$ cat config.mk
export PLATFORM = sky130hd
export DESIGN_NAME = rv_muldiv
export DESIGN_NICKNAME = d
export VERILOG_FILES = /design/src/rtl/rv_muldiv.sv
export SDC_FILE = /design/constraint.sdc
export NUM_CORES = 2
export LEC_CHECK = 0
export BUFFER_PORTS_ARGS = -buffer_cell sky130_fd_sc_hd__buf_2
export CORE_MARGIN = 4
export CORE_UTILIZATION = 40
export DETAILED_ROUTE_END_ITERATION = 10
export HOLD_SLACK_MARGIN = 0.15
export PLACE_DENSITY = 0.6
export SLEW_MARGIN = 20
export SYNTH_ARGS = -nofsm -noshare
export SYNTH_HDL_FRONTEND = slang
export SYNTH_SLANG_ARGS = --single-unit
$ cat constraint.sdc
create_clock -name clk_i -period 5.6 [get_ports clk_i]
set_clock_uncertainty 0.15 [all_clocks]
set_input_delay 1.4 -clock clk_i [delete_from_list [all_inputs] [get_ports clk_i]]
set_output_delay 1.4 -clock clk_i [all_outputs]
set_load 0.02 [all_outputs]
$ cat src/rtl/rv_muldiv.sv
// RV-M multiply/divide unit: iterative shift-add multiply and restoring
// divide on operand magnitudes, one bit per cycle, with sign correction on
// completion. Divide-by-zero and signed overflow skip the iteration phase.
module rv_muldiv #(
  parameter int XLEN  = 64,
  parameter int CNT_W = 7
) (
  input  logic            clk_i,
  input  logic            rst_i,
  input  logic            valid_i,
  output logic            ready_o,
  input  logic [2:0]      op_sel_i,
  input  logic [XLEN-1:0] op1_i,
  input  logic [XLEN-1:0] op2_i,
  input  logic            kill_i,
  output logic            valid_o,
  input  logic            ready_i,
  output logic [XLEN-1:0] result_o,
  output logic            zero_o
);

  typedef enum logic [1:0] {IDLE, CALC, DONE} state_t;

  localparam logic [XLEN-1:0] MOST_NEG = {1'b1, {(XLEN-1){1'b0}}};

  state_t              state_reg, state_next;
  logic [2:0]          op_reg;
  logic                sign1_reg, sign2_reg;
  logic [XLEN-1:0]     opnd_reg;      // multiplicand or divisor magnitude
  logic [2*XLEN-1:0]   acc_reg;       // product, or {remainder, dividend/quotient}
  logic [XLEN-1:0]     result_reg;
  logic [CNT_W-1:0]    cnt_reg;

  // Request decode: signedness, magnitudes and the two bypass cases
  logic            accept, is_div, signed1, signed2, sign1_in, sign2_in;
  logic            div_zero, div_ovf, bypass;
  logic [XLEN-1:0] mag1, mag2, bypass_result;

  assign accept   = (state_reg == IDLE) && valid_i && !kill_i;
  assign is_div   = op_sel_i[2];
  assign signed1  = (op_sel_i == 3'b000) || (op_sel_i == 3'b001) || (op_sel_i == 3'b010) ||
                    (op_sel_i == 3'b100) || (op_sel_i == 3'b110);
  assign signed2  = (op_sel_i == 3'b000) || (op_sel_i == 3'b001) ||
                    (op_sel_i == 3'b100) || (op_sel_i == 3'b110);
  assign sign1_in = signed1 && op1_i[XLEN-1];
  assign sign2_in = signed2 && op2_i[XLEN-1];
  assign mag1     = sign1_in ? -op1_i : op1_i;
  assign mag2     = sign2_in ? -op2_i : op2_i;
  assign div_zero = is_div && (op2_i == '0);
  // Only DIV (100) and REM (110) are signed divides, both have bit 0 clear
  assign div_ovf  = is_div && !op_sel_i[0] && (op1_i == MOST_NEG) && (op2_i == '1);
  assign bypass   = div_zero || div_ovf;
  assign bypass_result = div_zero ? (op_sel_i[1] ? op1_i : '1)
                                  : (op_sel_i[1] ? '0    : op1_i);

  // One iteration step of each algorithm
  logic [XLEN:0]     mul_sum, div_shift, div_diff;
  logic              div_ok;
  logic [2*XLEN-1:0] mul_next, div_next;

  assign mul_sum   = {1'b0, acc_reg[2*XLEN-1:XLEN]} + (acc_reg[0] ? {1'b0, opnd_reg} : '0);
  assign mul_next  = {mul_sum, acc_reg[XLEN-1:1]};
  assign div_shift = {acc_reg[2*XLEN-1:XLEN], acc_reg[XLEN-1]};
  assign div_diff  = div_shift - {1'b0, opnd_reg};
  // Partial remainder stays below 2*divisor, so the top bit is a clean borrow
  assign div_ok    = !div_diff[XLEN];
  assign div_next  = {(div_ok ? div_diff[XLEN-1:0] : div_shift[XLEN-1:0]),
                      acc_reg[XLEN-2:0], div_ok};

  // Sign correction and result selection at the end of the iteration phase
  logic [2*XLEN-1:0] prod_fix;
  logic [XLEN-1:0]   quo_fix, rem_fix, final_result;

  assign prod_fix = (sign1_reg ^ sign2_reg) ? -acc_reg : acc_reg;
  assign quo_fix  = (sign1_reg ^ sign2_reg) ? -acc_reg[XLEN-1:0] : acc_reg[XLEN-1:0];
  assign rem_fix  = sign1_reg ? -acc_reg[2*XLEN-1:XLEN] : acc_reg[2*XLEN-1:XLEN];
  assign final_result = op_reg[2] ? (op_reg[1] ? rem_fix : quo_fix)
                                  : ((op_reg[1:0] == 2'b00) ? prod_fix[XLEN-1:0]
                                                            : prod_fix[2*XLEN-1:XLEN]);

  // State register
  always_ff @(posedge clk_i) begin
    if (rst_i) state_reg <= IDLE;
    else       state_reg <= state_next;
  end

  // Next-state logic; kill always wins over progress or handshake
  always_comb begin
    state_next = state_reg;
    case (state_reg)
      IDLE: if (accept) state_next = bypass ? DONE : CALC;
      CALC: begin
        if (kill_i)              state_next = IDLE;
        else if (cnt_reg == '0)  state_next = DONE;
      end
      DONE: if (kill_i || ready_i) state_next = IDLE;
      default: state_next = IDLE;
    endcase
  end

  // Datapath: capture on accept, iterate in CALC, finalize when the count is spent
  always_ff @(posedge clk_i) begin
    if (rst_i) begin
      op_reg     <= '0;
      sign1_reg  <= 1'b0;
      sign2_reg  <= 1'b0;
      opnd_reg   <= '0;
      acc_reg    <= '0;
      result_reg <= '0;
      cnt_reg    <= '0;
    end else if (accept) begin
      op_reg    <= op_sel_i;
      sign1_reg <= sign1_in;
      sign2_reg <= sign2_in;
      opnd_reg  <= is_div ? mag2 : mag1;
      acc_reg   <= {{XLEN{1'b0}}, (is_div ? mag1 : mag2)};
      cnt_reg   <= bypass ? '0 : CNT_W'(XLEN);
      if (bypass) result_reg <= bypass_result;
    end else if (state_reg == CALC && !kill_i) begin
      if (cnt_reg != '0) begin
        acc_reg <= op_reg[2] ? div_next : mul_next;
        cnt_reg <= cnt_reg - CNT_W'(1);
      end else begin
        result_reg <= final_result;
      end
    end
  end

  assign ready_o  = (state_reg == IDLE);
  assign valid_o  = (state_reg == DONE);
  assign result_o = result_reg;
  assign zero_o   = (result_reg == '0);

endmodule
== Word level (Yosys, flattened, before mapping) ==
Index checks and enable logic that the tools add are counted.
Widths: inputs -> output; s select.
Operators by class
  add/sub/neg operators: 8
  equality and inequality tests: 13
  multiplexer cells: 33
  bitwise gates (word level): 1
  reduce and logical (&&, ||, !) cells: 34
Operators with widths (number)
  $mux 64: 21
  $mux 128: 2
  $neg 64->64: 4
  $eq 64x64->1 const B: 2
  $logic_not 64->1: 2
  $neg 128->128: 1
  $add 64x64->65: 1
  $sub 65x64->65: 1
  $mux 7: 4
  $mux 2: 5
  $logic_and 1x1->1: 9
  $logic_or 1x1->1: 8
  $logic_not 7->1: 1
  $reduce_bool 7->1: 1
  $sub 7x1->7 const B: 1
  $eq 3x3->1 const B: 2
  $ne 2x1->1 const B: 3
  $pmux 2 s3: 1
  $reduce_and 3->1: 2
  $logic_not 2->1: 2
  $reduce_and 2->1: 2
  $reduce_bool 2->1: 2
  $eq 3x1->1 const B: 1
  $eq 3x2->1 const B: 1
  other kinds (8): 10
Storage, ports and cells
  register bits: 270
  output and inout port bits: 67

== Logic depth before layout (Yosys ltp) ==
  depth after elaboration: 9
  gate-level depth with buffers: 17
  gate-level depth less buffers: 14

== Worst setup path after synthesis ==
Ideal clock, no wire load.
  kind: input to register
  start point: input port op2_i[10]
  end point: register result_reg[36], in the netlist result_o[36]
  setup time: 0.132 ns
  data arrival time: 4.092 ns
  data required time: 5.318 ns
  slack: 1.226 ns
  stages on the path: 12
  buffers on the path: 2
  path through: or4_1 nor4_4 and3_1 buf_2 nand4_2 nor3_4 a31oi_1 o21ai_2 buf_2 o221ai_1 a221oi_1 nor3_1
Between the ends
  longest elaborated chain between the ends: 5
Ends and longest elaborated chain
  from (decl): RTL line 14  | input logic [XLEN-1:0] op2_i,
  $eq 64x64->1 / $logic_not 64->1 (equally long branches): RTL line 51, 49
  $logic_and 1x1->1, on equally long branches: RTL line 51, 49
  $logic_or 1x1->1 / $mux 64 (equally long branches): RTL line 52, 53
  $ne 2x1->1 (no line) / $mux 64 (equally long branches)
  $reduce_and 3->1 (no line) / $mux 64 (equally long branches)
  to (signal assigned): RTL line 118  | if (bypass) result_reg <= bypass_result;
  to (signal assigned): RTL line 124  | result_reg <= final_result;
  to (decl): RTL line 31  | logic [XLEN-1:0] result_reg;
Several ways; a longest one is shown, not always the timed one. The select of a mux whose other input is x is not followed.
A chain may end at the register's enable or synchronous reset.

== Worst setup path in the final report ==
  start point: register acc_reg[0]
  end point: register acc_reg[125]
Between the ends
  longest elaborated chain between the ends: 3
Ends and longest elaborated chain
  from (decl): RTL line 30  | logic [2*XLEN-1:0] acc_reg;
  from (signal assigned): RTL line 116  | acc_reg <= {{XLEN{1'b0}}, (is_div ? mag1 : mag2)};
  from (signal assigned): RTL line 121  | acc_reg <= op_reg[2] ? div_next : mul_next;
  $mux 64: RTL line 61  | assign mul_sum = {1'b0, acc_reg[2*XLEN-1:XLEN]} + (acc_reg[0] ? {1'b0, opnd_reg} : '0);
  $add 64x64->65: RTL line 61
  $mux 128: RTL line 121
No other way between the ends.

==> impl_metrics.py <==
metrics = {
    "pwr": {
        "power.total_w": 0.00791,
        "p_per_area_nw_per_um2": 230,
        "p_leak_nw": 13.3,
        "vdd_drop_max_v": 0.000158,
    },
    "timing": {
        "drv_slew": 0,
        "worst_pin_slew_ns": 1.12,
        "hold_viol_final": 0,
        "period_minus_slack_ns": 4.84,
        "rsz0062_at_grt": "false",
        "slew_headroom_pct": 24.5,
        "post-route-period-util_pct": 86.4,
        "fmax_mhz": 207,
        "setup-violations-final": 0,
        "final.setup.tns_ns": 0,
    },
    "drt": {
        "drc": 0,
        "route.met2.wl_um": 64100,
        "vias_per_cell": 6.41,
        "drt_iter0_drc": 4482,
        "wl_met1_um": 63800,
        "met3_length_um": 14500,
        "wire_per_inst_um": 27.4,
        "routed_wl_um": 154000,
        "top_layer_used": "met5",
        "dr.pass1.iters": 8,
        "vias": 36000,
        "antenna_left": 0,
    },
    "place": {
        "port_buffers": 202,
        "gp_congestion": 1.07,
        "dp_hpwl_um": 122000,
        "numPlacedInstances": 5550,
    },
    "clocking": {
        "clk_latency_ns": 0.58,
        "cts_sinks": 270,
        "cts_buffers": 36,
        "ctsResizeCount": 0,
        "cts_setup_buffers": 0,
        "clockBufferDepth": 3,
        "cts_hold_buffers": 0,
        "cts_tree": "yes",
        "h-tree-depth": 2,
        "clockRootBuffer": "clkbuf_16",
        "clk_pin_slew_ns": 0.06,
    },
    "cells_and_area": {
        "drive_gt1_share_pct": 10.4,
        "final_nets": 4821,
        "final_common_cell": "a21oi_1",
        "mostFrequentLayoutCells": "a21oi_1 (503), nand2_1 (486), nor2_1 (483), o21ai_0 (302), dfxtp_1 (267)",
        "largest_register_ffs": 128,
        "syn_to_final_growth_pct": 10.1,
        "final_cell_count_no_fill": 5617,
        "fin_util_pct": 44.4,
        "fill_cells": 8240,
    },
    "logic_synthesis": {
        "synthArstFlopShare_pct": 0,
        "synth_edf_count": 0,
        "synth_area_um2": 31200,
        "syn_area_per_cell_um2": 6.83,
        "ys_seq_area_share_pct": 17.3,
        "ys_ff_latch": 270,
        "synth-main-ff-cell": "dfxtp_1",
        "ys_warn_count": 0,
        "synth_cell_types": 99,
        "synth_cells": 4574,
        "syn-num-nets": 4847,
    },
    "die": {
        "die-area_um2": 82600,
        "die_w_um": 287,
        "rows": 102,
        "design.core.area_um2": 77500,
        "start_util_pct": 40.3,
        "num_io_pins": 203,
        "die_h_um": 287,
    },
    "setup_path": {
        "cp-start-kind": "flop",
        "end_kind": "flop",
        "crit_arrival_ns": 5.19,
        "criticalPathCategory": "flop to flop",
        "rrSetupSlack_ns": 0.76,
        "worstPathRequired_ns": 5.95,
        "worstReg2RegEnd": "acc_reg[125]",
        "r2r-start": "acc_reg[0]",
        "cp_max_fo": 11,
        "rr_worst_depth": 14,
    },
    "hold_path": {
        "hold_path.startpoint": "opnd_reg[35]",
        "min_to": "opnd_reg[35]",
        "hold_class": "flop to flop",
        "hold-path-cell-count": 2,
    },
    "grt": {
        "grt_max_degree": 157,
        "grtUsageTotal_pct": 35.4,
        "grt_pass1_wl_um": 221000,
        "grt_remaining_overflow": 0,
        "grt_pass1_vias": 32400,
        "antenna_found_initial": 6,
    },
    "outcome": {
        "status": "completed",
    },
    "job": {
        "cap_violations": 0,
    },
}
[Yosys cell counts, drive strengths merged (48+ instances only)]
library cell | count | area [µm²]
nand2 | 487 | 1830
dfxtp | 270 | 5410
ha | 135 | 1690
or3 | 61 | 387
inv | 128 | 480
buf | 60 | 282
xnor2 | 212 | 1860
nor2 | 487 | 1830
nor3 | 125 | 642
maj3 | 57 | 571
a211oi | 94 | 706
nand4 | 86 | 551
o21ai | 306 | 1540
mux2i | 86 | 861
nor4 | 89 | 644
o211ai | 163 | 1230
a31oi | 48 | 300
xor2 | 200 | 1750
a21o | 63 | 473
clkbuf | 337 | 1270
nand3 | 71 | 360
a21oi | 504 | 2530
or4 | 49 | 379
[power breakdown]
group          total [W]  switching (W)  internal, W
combinational    0.00328        0.00223      0.00105
sequential       0.00220       0.000173      0.00202
clock            0.00243        0.00100      0.00143
[area by class of cell]
| class | instances | area [µm²] | share of cell area (%) |
|---|---|---|---|
| Multi-Input combinational cell | 3779 | 23900 | 69.5 |
| Sequential cell | 270 | 5410 | 15.7 |
| Timing Repair Buffer | 333 | 2080 | 6.06 |
| Tap cell | 1040 | 1300 | 3.79 |
| Clock buffer | 46 | 978 | 2.85 |
| Inverter | 128 | 480 | 1.40 |
| Clock inverter | 18 | 224 | 0.652 |
| Antenna cell | 3 | 7.51 | 0.0218 |
[critical path: stages (launching register included)]
cell,delay (ns)
dfxtp_1,0.42
inv_2,0.25
nor2_1,0.08
ha_1,0.37
nand3_1,0.22
nor4_1,0.76
o311ai_0,0.29
a31o_2,0.39
o211a_1,0.32
o21ai_0,0.49
a21oi_1,0.26
o21ai_0,0.32
xor2_1,0.19
a21oi_1,0.08
a21oi_1,0.15
[metrics by stage]
stage | hold WS (ns) | setup WS (ns) | instance area (µm²)
2_1_floorplan | 0.282 | 1.23 | 31200
3_3_place_gp | 0.290 | 0.499 | 33200
3_5_place_dp | 0.299 | 0.380 | 33200
4_1_cts | 0.306 | 0.735 | 34400
5_1_grt | 0.325 | 0.467 | 34400
6_report | 0.306 | 0.763 | 34400
[kinds of logic after synthesis]
family | share of synthesized area [%]
AO/OA/AOI/OAI | 30.0
AND/OR/NAND/NOR | 24.2
multiplexers | 3.05
flip-flops | 17.3
XOR/XNOR | 11.6
buffers and inverters | 6.50
adder cells (fa/ha/maj) | 7.37
[worst max-delay path by stage]
stage,endpoint,slack [ns],startpoint,depth (start not counted)
finish,acc_reg[125],0.76,acc_reg[0],14
global route,acc_reg[127],0.47,acc_reg[0],14
CTS,acc_reg[127],0.73,acc_reg[0],14
floorplan,result_o[36],1.23,op2_i[10],12
detailed placement,result_o[54],0.38,op2_i[0],14
global placement,result_o[54],0.50,op2_i[0],14
[routing by layer]
| metal | vias to the layer above | GRT usage, % |
|---|---|---|
| met3 | 392 | 6.09 |
| met4 | 2 | 21.0 |
| li1 | 16600 | - |
| met1 | 17000 | 48.2 |
| met2 | 1948 | 52.2 |
| met5 | - | 0 |
Power figures use the tool's default switching activity.
